File: src/rtl/hazard_ctrl_md_pkg.sv
// Shared constants and MDU decode for the D-stage hazard controller.
// Tuse/Tnew encodings, MDU timing defaults and the MDU instruction list.
package hazard_ctrl_md_pkg;

    localparam int TW = 2;
    localparam int AW = 5;

    localparam int MULT_CYC = 5;
    localparam int DIV_CYC  = 10;

    localparam logic [TW-1:0] T0 = 2'd0;
    localparam logic [TW-1:0] T1 = 2'd1;
    localparam logic [TW-1:0] T2 = 2'd2;

    localparam logic [5:0] OP_SPECIAL = 6'b000000;

    typedef enum logic [5:0] {
        FN_MFHI  = 6'h10,
        FN_MTHI  = 6'h11,
        FN_MFLO  = 6'h12,
        FN_MTLO  = 6'h13,
        FN_MULT  = 6'h18,
        FN_MULTU = 6'h19,
        FN_DIV   = 6'h1a,
        FN_DIVU  = 6'h1b
    } md_funct_e;

    // Decoder helper: D-stage instruction touches HI/LO or the MDU.
    function automatic logic is_md_instr(
        input logic [5:0] opcode,
        input logic [5:0] funct
    );
        logic hit;
        hit = 1'b0;
        if (opcode == OP_SPECIAL) begin
            case (funct)
                FN_MFHI, FN_MTHI, FN_MFLO, FN_MTLO,
                FN_MULT, FN_MULTU, FN_DIV, FN_DIVU: hit = 1'b1;
                default: hit = 1'b0;
            endcase
        end
        return hit;
    endfunction

endpackage

File: src/rtl/hazard_ctrl_md_md_busy_ctr.sv
// MDU busy tracker: down-counter loaded on an MDU start.
// busy is high while an operation is still in flight.
module md_busy_ctr
    import hazard_ctrl_md_pkg::*;
#(
    parameter int CW       = 4,
    parameter int MULT_CYC = hazard_ctrl_md_pkg::MULT_CYC,
    parameter int DIV_CYC  = hazard_ctrl_md_pkg::DIV_CYC
) (
    input  logic          clk,
    input  logic          reset,
    input  logic          start,
    input  logic          is_div,
    output logic          busy,
    output logic [CW-1:0] cnt
);

    localparam logic [CW-1:0] LD_MULT = CW'(MULT_CYC);
    localparam logic [CW-1:0] LD_DIV  = CW'(DIV_CYC);

    // Load on a start when idle, otherwise count down to zero and hold.
    always_ff @(posedge clk) begin
        if (reset) begin
            cnt <= '0;
        end else if (start && cnt == '0) begin
            cnt <= is_div ? LD_DIV : LD_MULT;
        end else if (cnt != '0) begin
            cnt <= cnt - 1'b1;
        end
    end

    assign busy = (cnt != '0);

    // A start while busy means the MDU stall failed upstream.
    a_no_start_busy: assert property (
        @(posedge clk) disable iff (reset) !(start && cnt != '0)
    ) else $error("md_busy_ctr: MDU start while busy ignored");

endmodule

File: src/rtl/hazard_ctrl_md.sv
// D-stage hazard/stall controller: Tuse/Tnew register hazards,
// MDU busy interlock and a saturating stall-cycle counter.
module hazard_ctrl_md
    import hazard_ctrl_md_pkg::*;
#(
    parameter int TW       = hazard_ctrl_md_pkg::TW,
    parameter int AW       = hazard_ctrl_md_pkg::AW,
    parameter int MULT_CYC = hazard_ctrl_md_pkg::MULT_CYC,
    parameter int DIV_CYC  = hazard_ctrl_md_pkg::DIV_CYC,
    parameter int CW       = 4,
    parameter int PW       = 32
) (
    input  logic          clk,
    input  logic          reset,
    input  logic [TW-1:0] Tuse_rs,
    input  logic [TW-1:0] Tuse_rt,
    input  logic [AW-1:0] D_rs_addr,
    input  logic [AW-1:0] D_rt_addr,
    input  logic [AW-1:0] E_RFDst,
    input  logic [TW-1:0] Tnew_E,
    input  logic [AW-1:0] M_RFDst,
    input  logic [TW-1:0] Tnew_M,
    input  logic          D_md_use,
    input  logic          E_md_start,
    input  logic          E_md_is_div,
    output logic          stall,
    output logic          md_busy,
    output logic [CW-1:0] md_cnt,
    output logic [PW-1:0] stall_cycles
);

    logic stall_rs_e;
    logic stall_rs_m;
    logic stall_rt_e;
    logic stall_rt_m;
    logic stall_md;

    md_busy_ctr #(
        .CW       (CW),
        .MULT_CYC (MULT_CYC),
        .DIV_CYC  (DIV_CYC)
    ) u_md_busy_ctr (
        .clk    (clk),
        .reset  (reset),
        .start  (E_md_start),
        .is_div (E_md_is_div),
        .busy   (md_busy),
        .cnt    (md_cnt)
    );

    // Register hazards: operand needed before the producer delivers it.
    always_comb begin
        stall_rs_e = (Tuse_rs < Tnew_E) && (D_rs_addr != '0)
                  && (D_rs_addr == E_RFDst);
        stall_rs_m = (Tuse_rs < Tnew_M) && (D_rs_addr != '0)
                  && (D_rs_addr == M_RFDst);
        stall_rt_e = (Tuse_rt < Tnew_E) && (D_rt_addr != '0)
                  && (D_rt_addr == E_RFDst);
        stall_rt_m = (Tuse_rt < Tnew_M) && (D_rt_addr != '0)
                  && (D_rt_addr == M_RFDst);
        // The start cycle itself already blocks the next MDU instruction.
        stall_md   = D_md_use && (md_busy || E_md_start);
        stall      = stall_rs_e || stall_rs_m || stall_rt_e
                  || stall_rt_m || stall_md;
    end

    // Performance counter of stalled cycles, saturating at all-ones.
    always_ff @(posedge clk) begin
        if (reset) begin
            stall_cycles <= '0;
        end else if (stall && stall_cycles != '1) begin
            stall_cycles <= stall_cycles + 1'b1;
        end
    end

endmodule

File: config.mk
export PLATFORM = sky130hd
export DESIGN_NAME = hazard_ctrl_md
export DESIGN_NICKNAME = d
export VERILOG_FILES = /design/src/rtl/hazard_ctrl_md_pkg.sv /design/src/rtl/hazard_ctrl_md_md_busy_ctr.sv /design/src/rtl/hazard_ctrl_md.sv
export SDC_FILE = /design/constraint.sdc
export NUM_CORES = 1
export LEC_CHECK = 0
export ABC_AREA = 1
export CAP_MARGIN = 20
export CORE_MARGIN = 3
export CORE_UTILIZATION = 40
export DETAILED_ROUTE_END_ITERATION = 8
export PLACE_DENSITY_LB_ADDON = 0.08
export SLEW_MARGIN = 20
export SYNTH_ARGS = -nofsm -noshare
export SYNTH_HDL_FRONTEND = slang
export SYNTH_SLANG_ARGS = --single-unit
File: constraint.sdc
create_clock -name clk -period 2.2 [get_ports clk]
set_clock_uncertainty 0.2 [all_clocks]
set_input_delay 0.44 -clock clk [delete_from_list [all_inputs] [get_ports clk]]
set_output_delay 0.44 -clock clk [all_outputs]
set_load 0.01 [all_outputs]
==> results of run 1 <==
==> worst register-to-register path, cell delays in order (launching register included) <==
cell	delay [ps]
sky130_fd_sc_hd__dfxtp_1	440
sky130_fd_sc_hd__nand3_1	120
sky130_fd_sc_hd__nor2_2	170
sky130_fd_sc_hd__nand2_1	90
sky130_fd_sc_hd__nor2_2	160
sky130_fd_sc_hd__nand2_1	150
sky130_fd_sc_hd__nor2_1	110
sky130_fd_sc_hd__nand2_1	100
sky130_fd_sc_hd__nor2_1	160
sky130_fd_sc_hd__nand3_1	100
sky130_fd_sc_hd__nand2_1	80
sky130_fd_sc_hd__nor2_1	50
==> sequential cells by signal, summed over array words and instances, names as in the netlist <==
register	count
stall_cycles	32
u_md_busy_ctr.cnt	4
==> worst min-delay path by stage <==
stage               slack, ps                                end                          start
finish                    350      stall_cycles[11]$_SDFFE_PP0P_  stall_cycles[11]$_SDFFE_PP0P_
global route              370       stall_cycles[6]$_SDFFE_PP0P_   stall_cycles[6]$_SDFFE_PP0P_
CTS                       350      stall_cycles[11]$_SDFFE_PP0P_  stall_cycles[11]$_SDFFE_PP0P_
detailed placement        340      stall_cycles[31]$_SDFFE_PP0P_  stall_cycles[31]$_SDFFE_PP0P_
global placement          330      stall_cycles[30]$_SDFFE_PP0P_  stall_cycles[30]$_SDFFE_PP0P_
floorplan                 310  u_md_busy_ctr.cnt[3]$_SDFFE_PP0P_                          reset
==> final cells by class <==
cell class,count,area [sq um],area share (%)
Multi-Input combinational cell,339,1708,45.00
Timing Repair Buffer,101,922.1,24.30
Sequential cell,36,723.2,19.06
Inverter,67,251.5,6.627
Tap cell,77,96.34,2.539
Clock buffer,7,86.33,2.275
Clock inverter,1,7.507,0.1978
==> metrics by stage <==
step | hold slack, ps | cell area [sq um]
detailed placement | 335.8 | 3601
CTS | 348.1 | 3700
global route | 374.0 | 3795
floorplan | 311.6 | 2654
global placement | 328.3 | 3601
finish | 345.7 | 3795
==> metal layers <==
layer | part of all wire, % | global-route usage, %
met2 | 49 | 34.32
met1 | 46 | 22.70
met4 | 1.0 | 4.463
met5 | 0 | 0
met3 | 4.0 | 3.784
==> power by group <==
group	switching [mW]	total, mW	leakage (nW)	internal, mW
registers	0.0393	0.735	0.292	0.696
logic	0.427	0.849	1.46	0.422
clock network	0.249	0.504	0.0445	0.255
total	0.716	2.09	1.79	1.37
==> kinds of logic after synthesis <==
family          Yosys count  synth area share (%)
compound gates           46                 9.477
xor+xnor                  4                 1.320
fa+ha+maj                 7                 3.300
buf+inv                  79                 12.97
flops                    36                 27.16
simple gates            282                 45.78
==> placed cells by master, fill, tap and decap left out, types with 4 or more instances in the layout <==
cell                              synthesis  routed
sky130_fd_sc_hd__a21oi_1                 34      34
sky130_fd_sc_hd__buf_4                    3      29
sky130_fd_sc_hd__clkbuf_2                 0       8
sky130_fd_sc_hd__clkbuf_8                 0       7
sky130_fd_sc_hd__clkdlybuf4s15_1          0       4
sky130_fd_sc_hd__clkdlybuf4s50_1          0      40
sky130_fd_sc_hd__dfxtp_1                 36      34
sky130_fd_sc_hd__dlygate4sd2_1            0       9
sky130_fd_sc_hd__dlymetal6s2s_1           0       8
sky130_fd_sc_hd__ha_4                     0       4
sky130_fd_sc_hd__inv_1                   60      52
sky130_fd_sc_hd__inv_2                    6      14
sky130_fd_sc_hd__nand2_1                122     118
sky130_fd_sc_hd__nand2_2                  5       8
sky130_fd_sc_hd__nand3_1                 55      54
sky130_fd_sc_hd__nand4_1                  6       6
sky130_fd_sc_hd__nor2_1                  78      74
sky130_fd_sc_hd__nor2_2                   5       8
sky130_fd_sc_hd__o21ai_0                  5       4
sky130_fd_sc_hd__xor2_1                   4       4
==> repair_timing <==
action / in CTS / in global routing
resized for setup: 39 / 53
setup buffers: 0 / 1
endpoints found under the setup margin: 34 / 33
pin swaps: 7 / 22
cloned: 0 / 0
==> impl_results.html, run 1 <==
<table>
<tr><th>Metric</th><th>Value</th></tr>
<tr><th colspan="2">Global route</th></tr>
<tr><td>First-pass GRT wire length</td><td>11.90 mm</td></tr>
<tr><td>Via count of the first global-routing pass</td><td>2778</td></tr>
<tr><td>Total global routing track utilization</td><td>18.93%</td></tr>
<tr><td>Number of antenna violations at the first check in global routing</td><td>0</td></tr>
<tr><td>Grt ovf</td><td>0</td></tr>
<tr><td>Maximum number of pins on one net before global-route repair</td><td>65</td></tr>
<tr><th colspan="2">Synth</th></tr>
<tr><td>Seq/Total Area, Yosys</td><td>27.16%</td></tr>
<tr><td>Mapped Area</td><td>2654 sq um</td></tr>
<tr><td>Share of async-settable or async-resettable flops after synthesis</td><td>0%</td></tr>
<tr><td>Top cells by instance count after synthesis</td><td>122 x sky130_fd_sc_hd__nand2_1, 78 x sky130_fd_sc_hd__nor2_1, 60 x sky130_fd_sc_hd__inv_1</td></tr>
<tr><td>Syn Inst Count</td><td>454</td></tr>
<tr><td>Flop and latch count out of synthesis</td><td>36</td></tr>
<tr><td>Synth unique cells</td><td>28</td></tr>
<tr><td>Cell type contributing the most total cell area after synthesis</td><td>sky130_fd_sc_hd__dfxtp_1</td></tr>
<tr><td>Yosys synthesis warning count</td><td>0</td></tr>
<tr><td>Area contributors post-synth</td><td>sky130_fd_sc_hd__dfxtp_1 27%, sky130_fd_sc_hd__nand2_1 17%, sky130_fd_sc_hd__nor2_1 11%, sky130_fd_sc_hd__nand3_1 10%, sky130_fd_sc_hd__inv_1 8.5%</td></tr>
<tr><td>Post-synth EDFFs</td><td>0</td></tr>
<tr><td>Portion of synthesized cell area occupied by the leading cell type</td><td>27.16%</td></tr>
<tr><td>Most common cell in the netlist</td><td>sky130_fd_sc_hd__nand2_1</td></tr>
<tr><td>Predominant post-synthesis flop cell</td><td>sky130_fd_sc_hd__dfxtp_1</td></tr>
<tr><td>Per-instance average area after synthesis</td><td>5.845 sq um</td></tr>
<tr><td>Mapped Nets</td><td>494</td></tr>
<tr><th colspan="2">CTS</th></tr>
<tr><td>Clock Tree Root</td><td>sky130_fd_sc_hd__clkbuf_8</td></tr>
<tr><td># hold bufs at CTS</td><td>0</td></tr>
<tr><td>Clock buffer depth</td><td>2</td></tr>
<tr><td>CTS Buf Count</td><td>5</td></tr>
<tr><td>Clock slew at reported path FFs</td><td>70 ps</td></tr>
<tr><td>Htree depth</td><td>2</td></tr>
<tr><td>Clock net sink count</td><td>36</td></tr>
<tr><td>Clock latency of the later-clocked register in the worst-skew pair</td><td>290 ps</td></tr>
<tr><td>Clock tree from TritonCTS</td><td>built</td></tr>
<tr><th colspan="2">Placed design</th></tr>
<tr><td>Placement Setup Slack</td><td>-722.0 ps</td></tr>
<tr><td>Dpl hpwl</td><td>5.325 mm</td></tr>
<tr><td>Placer congestion estimate</td><td>0.8891</td></tr>
<tr><td>Number of cells after detailed placement</td><td>619</td></tr>
<tr><td>Port Buffers</td><td>70</td></tr>
<tr><th colspan="2">Routing</th></tr>
<tr><td>Vias per cell</td><td>4.826</td></tr>
<tr><td>Number of design rule violations left after detail routing</td><td>0</td></tr>
<tr><td>1st-iter DRT viols</td><td>142</td></tr>
<tr><td>Number of vias after detailed routing</td><td>3031</td></tr>
<tr><td>Final Routed Wirelength</td><td>7.059 mm</td></tr>
<tr><td>Antenna-violating nets left</td><td>0</td></tr>
<tr><td>Average routed wire per standard cell</td><td>11.24 um</td></tr>
<tr><td>Drt first pass iters</td><td>4</td></tr>
<tr><th colspan="2">Worst setup path</th></tr>
<tr><td>Launch instance of the worst register-to-register path</td><td>stall_cycles[2]$_SDFFE_PP0P_</td></tr>
<tr><td>Max FO, Critical Path</td><td>2</td></tr>
<tr><td>WP data arrival</td><td>1480 ps</td></tr>
<tr><td>Data required time of the worst path</td><td>1560 ps</td></tr>
<tr><td>CP endpoint kind</td><td>output pin</td></tr>
<tr><td>Total stage count of the critical path</td><td>9</td></tr>
<tr><td>Count of buffer and inverter cells on the critical path</td><td>2</td></tr>
<tr><td>Path depth of the worst reg2reg path</td><td>11</td></tr>
<tr><td>Delay-heaviest family, CP</td><td>simple AND/OR/NAND/NOR gates</td></tr>
<tr><td>End point of the critical path</td><td>stall</td></tr>
<tr><td>Critical setup path kind</td><td>in -&gt; out</td></tr>
<tr><td>Critical Path, Cell by Cell</td><td>clkbuf_2 &gt; ha_1 &gt; a21boi_2 &gt; nor2_1 &gt; nand3_1 &gt; nand2_1 &gt; nand2_2 &gt; nand3_4 &gt; buf_6</td></tr>
<tr><td>Critical path startpoint</td><td>Tuse_rt[1]</td></tr>
<tr><td>Slowest CP cell</td><td>sky130_fd_sc_hd__ha_1</td></tr>
<tr><td>CP max stage delay</td><td>290 ps</td></tr>
<tr><td>Reg-to-reg setup timing slack</td><td>180 ps</td></tr>
<tr><td>Startpoint kind of the worst setup timing path</td><td>input port</td></tr>
<tr><td>Worst flop-to-flop path endpoint</td><td>stall_cycles[25]$_SDFFE_PP0P_</td></tr>
<tr><th colspan="2">Floorplanning</th></tr>
<tr><td>Number of placement rows</td><td>29</td></tr>
<tr><td>I/O pin count</td><td>71</td></tr>
<tr><td>Area of the die</td><td>7648 sq um</td></tr>
<tr><td>Die H</td><td>87.45 um</td></tr>
<tr><td>Core ar.</td><td>6386 sq um</td></tr>
<tr><td>DIE WIDTH</td><td>87.45 um</td></tr>
<tr><td>Initial core utilization</td><td>41.56%</td></tr>
<tr><th colspan="2">Power</th></tr>
<tr><td>Overall power after layout</td><td>2.088 mW</td></tr>
<tr><td>Static power due to leakage</td><td>1.794 nW</td></tr>
<tr><td>Power per Cell Area</td><td>550.2 nW/um^2</td></tr>
<tr><td>Maximum vdd ir drop</td><td>0.6029 mV</td></tr>
<tr><th colspan="2">Finish</th></tr>
<tr><td>Final Non-Filler Cells</td><td>628</td></tr>
<tr><td>Fraction of final layout cells with drive strength greater than 1</td><td>17.42%</td></tr>
<tr><td>FILL cells</td><td>639</td></tr>
<tr><td>Layout Nets</td><td>590</td></tr>
<tr><td>Utilization after layout</td><td>59.42%</td></tr>
<tr><td>Synth-to-Final Area Change</td><td>43.00%</td></tr>
<tr><td>Antenna Cells</td><td>0</td></tr>
<tr><th colspan="2">STA</th></tr>
<tr><td>Number of failing hold endpoints at the final stage</td><td>0</td></tr>
<tr><td>Min setup slack post-route</td><td>83.65 ps</td></tr>
<tr><td>Unrepaired setup endpoints after global routing</td><td>yes</td></tr>
<tr><td>Pins over their slew limit</td><td>0</td></tr>
<tr><td>Count of final setup violators</td><td>0</td></tr>
<tr><td>Peak Freq</td><td>0.4725 GHz</td></tr>
<tr><td>Post-route fraction of the period consumed by the critical path</td><td>96.20%</td></tr>
<tr><td>Worst Max-Slew Pin Slew</td><td>399.9 ps</td></tr>
<tr><td>Period minus WS final</td><td>2116 ps</td></tr>
<tr><td>Normalized max-slew margin</td><td>73.34%</td></tr>
<tr><td>Accumulated negative setup slack</td><td>0 ps</td></tr>
<tr><th colspan="2">Flow run</th></tr>
<tr><td>Reported max-cap violation count</td><td>0</td></tr>
<tr><th colspan="2">Hold path</th></tr>
<tr><td>Hold Path Depth</td><td>2</td></tr>
<tr><td>Path class of the lowest-slack min-delay path</td><td>reg -&gt; reg</td></tr>
<tr><th colspan="2">Status</th></tr>
<tr><td>Outcome</td><td>finished, final reports clean</td></tr>
</table>
No activity file was read; power rests on OpenSTA's default activity.
==> inputs of run 2 (changes only) <==
CORE_UTILIZATION = 31   (was 40)
==> run 2 against run 1 <==
  * Global-route usage is 3.9 points lower
  * Cell count is 4.6% higher
  * Fmax is 0.69% lower
  * Sequential cell count stayed put
  * Clock power hardly changed
  * Total power is 0.70% lower
  * Sequential share of layout area is 0.13 points lower
  * Critical path depth is 1 higher
  * Wire length is 7.9% higher
  * Final area is 0.69% higher
  * Sequential power is 1% lower
  * Via count is 0.56% higher
  * Largest cell class unchanged
  * Highest routed layer unchanged
==> impl_results.html, run 2 (synthesis gave the netlist of run 1 again) <==
<table>
<tr><th>Metric</th><th>Value</th></tr>
<tr><th colspan="2">Floorplanning</th></tr>
<tr><td>Initial core utilization</td><td>32.14%</td></tr>
<tr><td>Core ar.</td><td>8258 sq um</td></tr>
<tr><td>Die H</td><td>98.53 um</td></tr>
<tr><td>Number of placement rows</td><td>33</td></tr>
<tr><td>DIE WIDTH</td><td>98.53 um</td></tr>
<tr><td>Area of the die</td><td>9707 sq um</td></tr>
<tr><td>I/O pin count</td><td>71</td></tr>
<tr><th colspan="2">STA</th></tr>
<tr><td>Accumulated negative setup slack</td><td>0 ps</td></tr>
<tr><td>Number of failing hold endpoints at the final stage</td><td>0</td></tr>
<tr><td>Count of final setup violators</td><td>0</td></tr>
<tr><td>Worst Max-Slew Pin Slew</td><td>414.7 ps</td></tr>
<tr><td>Pins over their slew limit</td><td>0</td></tr>
<tr><td>Normalized max-slew margin</td><td>72.25%</td></tr>
<tr><td>Post-route fraction of the period consumed by the critical path</td><td>96.86%</td></tr>
<tr><td>Period minus WS final</td><td>2131 ps</td></tr>
<tr><td>Peak Freq</td><td>0.4693 GHz</td></tr>
<tr><td>Unrepaired setup endpoints after global routing</td><td>yes</td></tr>
<tr><th colspan="2">CTS</th></tr>
<tr><td>Clock tree from TritonCTS</td><td>built</td></tr>
<tr><td>Clock buffer depth</td><td>2</td></tr>
<tr><td>Clock slew at reported path FFs</td><td>80 ps</td></tr>
<tr><td>Clock latency of the later-clocked register in the worst-skew pair</td><td>290 ps</td></tr>
<tr><td>CTS Buf Count</td><td>5</td></tr>
<tr><td>Clock Tree Root</td><td>sky130_fd_sc_hd__clkbuf_8</td></tr>
<tr><td>Htree depth</td><td>2</td></tr>
<tr><td>Clock net sink count</td><td>36</td></tr>
<tr><th colspan="2">Routing</th></tr>
<tr><td>1st-iter DRT viols</td><td>118</td></tr>
<tr><td>Drt first pass iters</td><td>4</td></tr>
<tr><td>Vias per cell</td><td>4.639</td></tr>
<tr><td>Number of design rule violations left after detail routing</td><td>0</td></tr>
<tr><td>Average routed wire per standard cell</td><td>11.59 um</td></tr>
<tr><td>Antenna-violating nets left</td><td>0</td></tr>
<tr><td>Number of vias after detailed routing</td><td>3048</td></tr>
<tr><td>Final Routed Wirelength</td><td>7.617 mm</td></tr>
<tr><th colspan="2">Finish</th></tr>
<tr><td>Synth-to-Final Area Change</td><td>43.99%</td></tr>
<tr><td>Flip-flop count of the largest register, all copies and words added</td><td>32</td></tr>
<tr><td>Layout Nets</td><td>591</td></tr>
<tr><td>FILL cells</td><td>891</td></tr>
<tr><td>Commonest cells after routing, fill and taps aside</td><td>120 x sky130_fd_sc_hd__nand2_1, 76 x sky130_fd_sc_hd__nor2_1, 54 x sky130_fd_sc_hd__nand3_1</td></tr>
<tr><td>Commonest non-fill, non-tap cell in the layout</td><td>sky130_fd_sc_hd__nand2_1</td></tr>
<tr><td>Registers with the highest flip-flop counts</td><td>stall_cycles x32, u_md_busy_ctr.cnt x4</td></tr>
<tr><td>Fin area</td><td>3821 sq um</td></tr>
<tr><td>Antenna Cells</td><td>0</td></tr>
<tr><td>Area of the multi-input gates</td><td>1680 sq um</td></tr>
<tr><td>Area of all sequential standard cells</td><td>723.2 sq um</td></tr>
<tr><td>Fraction of final layout cells with drive strength greater than 1</td><td>16.30%</td></tr>
<tr><td>Register ranked first by flip-flop count</td><td>stall_cycles</td></tr>
<tr><th colspan="2">Global route</th></tr>
<tr><td>Maximum number of pins on one net before global-route repair</td><td>65</td></tr>
<tr><td>First-pass GRT wire length</td><td>12.21 mm</td></tr>
<tr><td>Total global routing track utilization</td><td>15.04%</td></tr>
<tr><td>Via count of the first global-routing pass</td><td>2736</td></tr>
<tr><td>Grt ovf</td><td>0</td></tr>
<tr><td>Number of antenna violations at the first check in global routing</td><td>0</td></tr>
<tr><th colspan="2">Status</th></tr>
<tr><td>Outcome</td><td>finished, final reports clean</td></tr>
<tr><th colspan="2">Worst setup path</th></tr>
<tr><td>Critical Path, Cell by Cell</td><td>inv_2 &gt; ha_4 &gt; nand2_2 &gt; nor2_4 &gt; inv_2 &gt; nor2_1 &gt; inv_1 &gt; nand2_2 &gt; nand3_2 &gt; buf_6</td></tr>
<tr><td>Max FO, Critical Path</td><td>2</td></tr>
<tr><td>CP endpoint kind</td><td>output pin</td></tr>
<tr><td>WP data arrival</td><td>1490 ps</td></tr>
<tr><td>Worst flop-to-flop path endpoint</td><td>stall_cycles[12]$_SDFFE_PP0P_</td></tr>
<tr><td>Data required time of the worst path</td><td>1560 ps</td></tr>
<tr><td>Critical setup path kind</td><td>reg -&gt; out</td></tr>
<tr><td>Startpoint kind of the worst setup timing path</td><td>register</td></tr>
<tr><td>Reg-to-reg setup timing slack</td><td>170 ps</td></tr>
<tr><td>Path depth of the worst reg2reg path</td><td>9</td></tr>
<tr><td>CP max stage delay</td><td>330 ps</td></tr>
<tr><td>Slowest CP cell</td><td>sky130_fd_sc_hd__dfxtp_2</td></tr>
<tr><td>Launch instance of the worst register-to-register path</td><td>stall_cycles[16]$_SDFFE_PP0P_</td></tr>
<tr><th colspan="2">Power</th></tr>
<tr><td>Overall power after layout</td><td>2.073 mW</td></tr>
<tr><td>Power per Cell Area</td><td>542.6 nW/um^2</td></tr>
<tr><td>Maximum vdd ir drop</td><td>0.4090 mV</td></tr>
<tr><td>Static power due to leakage</td><td>1.829 nW</td></tr>
<tr><th colspan="2">Placed design</th></tr>
<tr><td>Port Buffers</td><td>70</td></tr>
<tr><td>Placer congestion estimate</td><td>0.8258</td></tr>
<tr><td>Cell area after placement</td><td>3623 sq um</td></tr>
<tr><td>Dpl hpwl</td><td>5.761 mm</td></tr>
<tr><th colspan="2">Hold path</th></tr>
<tr><td>Hold Path Depth</td><td>2</td></tr>
<tr><td>Worst hold path startpoint</td><td>stall_cycles[31]$_SDFFE_PP0P_</td></tr>
<tr><td>Path class of the lowest-slack min-delay path</td><td>reg -&gt; reg</td></tr>
<tr><td>Worst hold endpoint</td><td>stall_cycles[31]$_SDFFE_PP0P_</td></tr>
<tr><th colspan="2">Flow run</th></tr>
<tr><td>Reported max-cap violation count</td><td>0</td></tr>
</table>
run 2: changes by cell type in the layout (fill, tap and decap cells not counted), sizes merged:
cell,before,now
clkdlybuf4s15,4,0
buf,31,32
nand3,57,58
dlymetal6s2s,8,13
clkbuf,16,12
dlygate4sd2,9,11
run 2: final cells by class:
cell class	count	area share [%]
Clock buffer	7	2.259
Tap cell	105	3.438
Multi-Input combinational cell	340	43.98
Timing Repair Buffer	101	24.62
Sequential cell	36	18.93
Inverter	67	6.582
Clock inverter	1	0.1965
run 2: how the worst max path moves through the flow:
| stage | from | endpoint | slack, ps | cells after the start |
|---|---|---|---|---|
| 3_3_place_gp | Tnew_E[1] | stall | -710 | 11 |
| 3_5_place_dp | Tnew_M[1] | stall | -700 | 10 |
| 5_1_grt | u_md_busy_ctr.cnt[1]$_SDFFE_PP0P_ | stall | -20 | 10 |
| 4_1_cts | M_RFDst[2] | stall | -90 | 10 |
| 2_1_floorplan | Tnew_M[1] | stall | 70 | 10 |
| 6_report | u_md_busy_ctr.cnt[1]$_SDFFE_PP0P_ | stall | 70 | 10 |
run 2: critical path, delay by kind of cell (launching register included):
kind          cells  cell delay, ps
flops             1             330
buf+inv           4             300
simple gates      5             430
fa+ha+maj         1             130
run 2: report_power, final:
group | internal [mW] | switching, mW | total [mW]
sequential | 0.696 | 0.0325 | 0.728
combinational | 0.416 | 0.426 | 0.842
clock | 0.255 | 0.249 | 0.504
run 2: per-layer routing:
metal / wire length [um] / GRT usage [%] / vias to the layer above
met2: 3735 / 26.78 / 55
li1: - / - / 1623
met3: 364 / 3.397 / 9
met5: 0 / 0 / -
met4: 72 / 4.202 / 0
met1: 3444 / 18.13 / 1361
run 2: stage by stage:
step | worst slack (ps) | hold WS (ps) | instances | util, %
floorplan | 68.06 | 311.6 | 454 | -
global placement | -711.4 | 327.6 | 647 | 43.88
detailed placement | -700.0 | 326.2 | 647 | 43.88
CTS | -87.13 | 340.6 | 656 | 45.26
global route | -17.13 | 362.9 | 657 | 46.27
finish | 69.05 | 332.7 | 657 | 46.27
run 2: timing repair:
action                     in CTS  in global routing
hold buffers                    0                  0
cloned                          0                  1
setup buffers                   1                  0
gates resized for setup        36                 41
pin swaps                       6                 18
setup endpoints to repair      34                 33
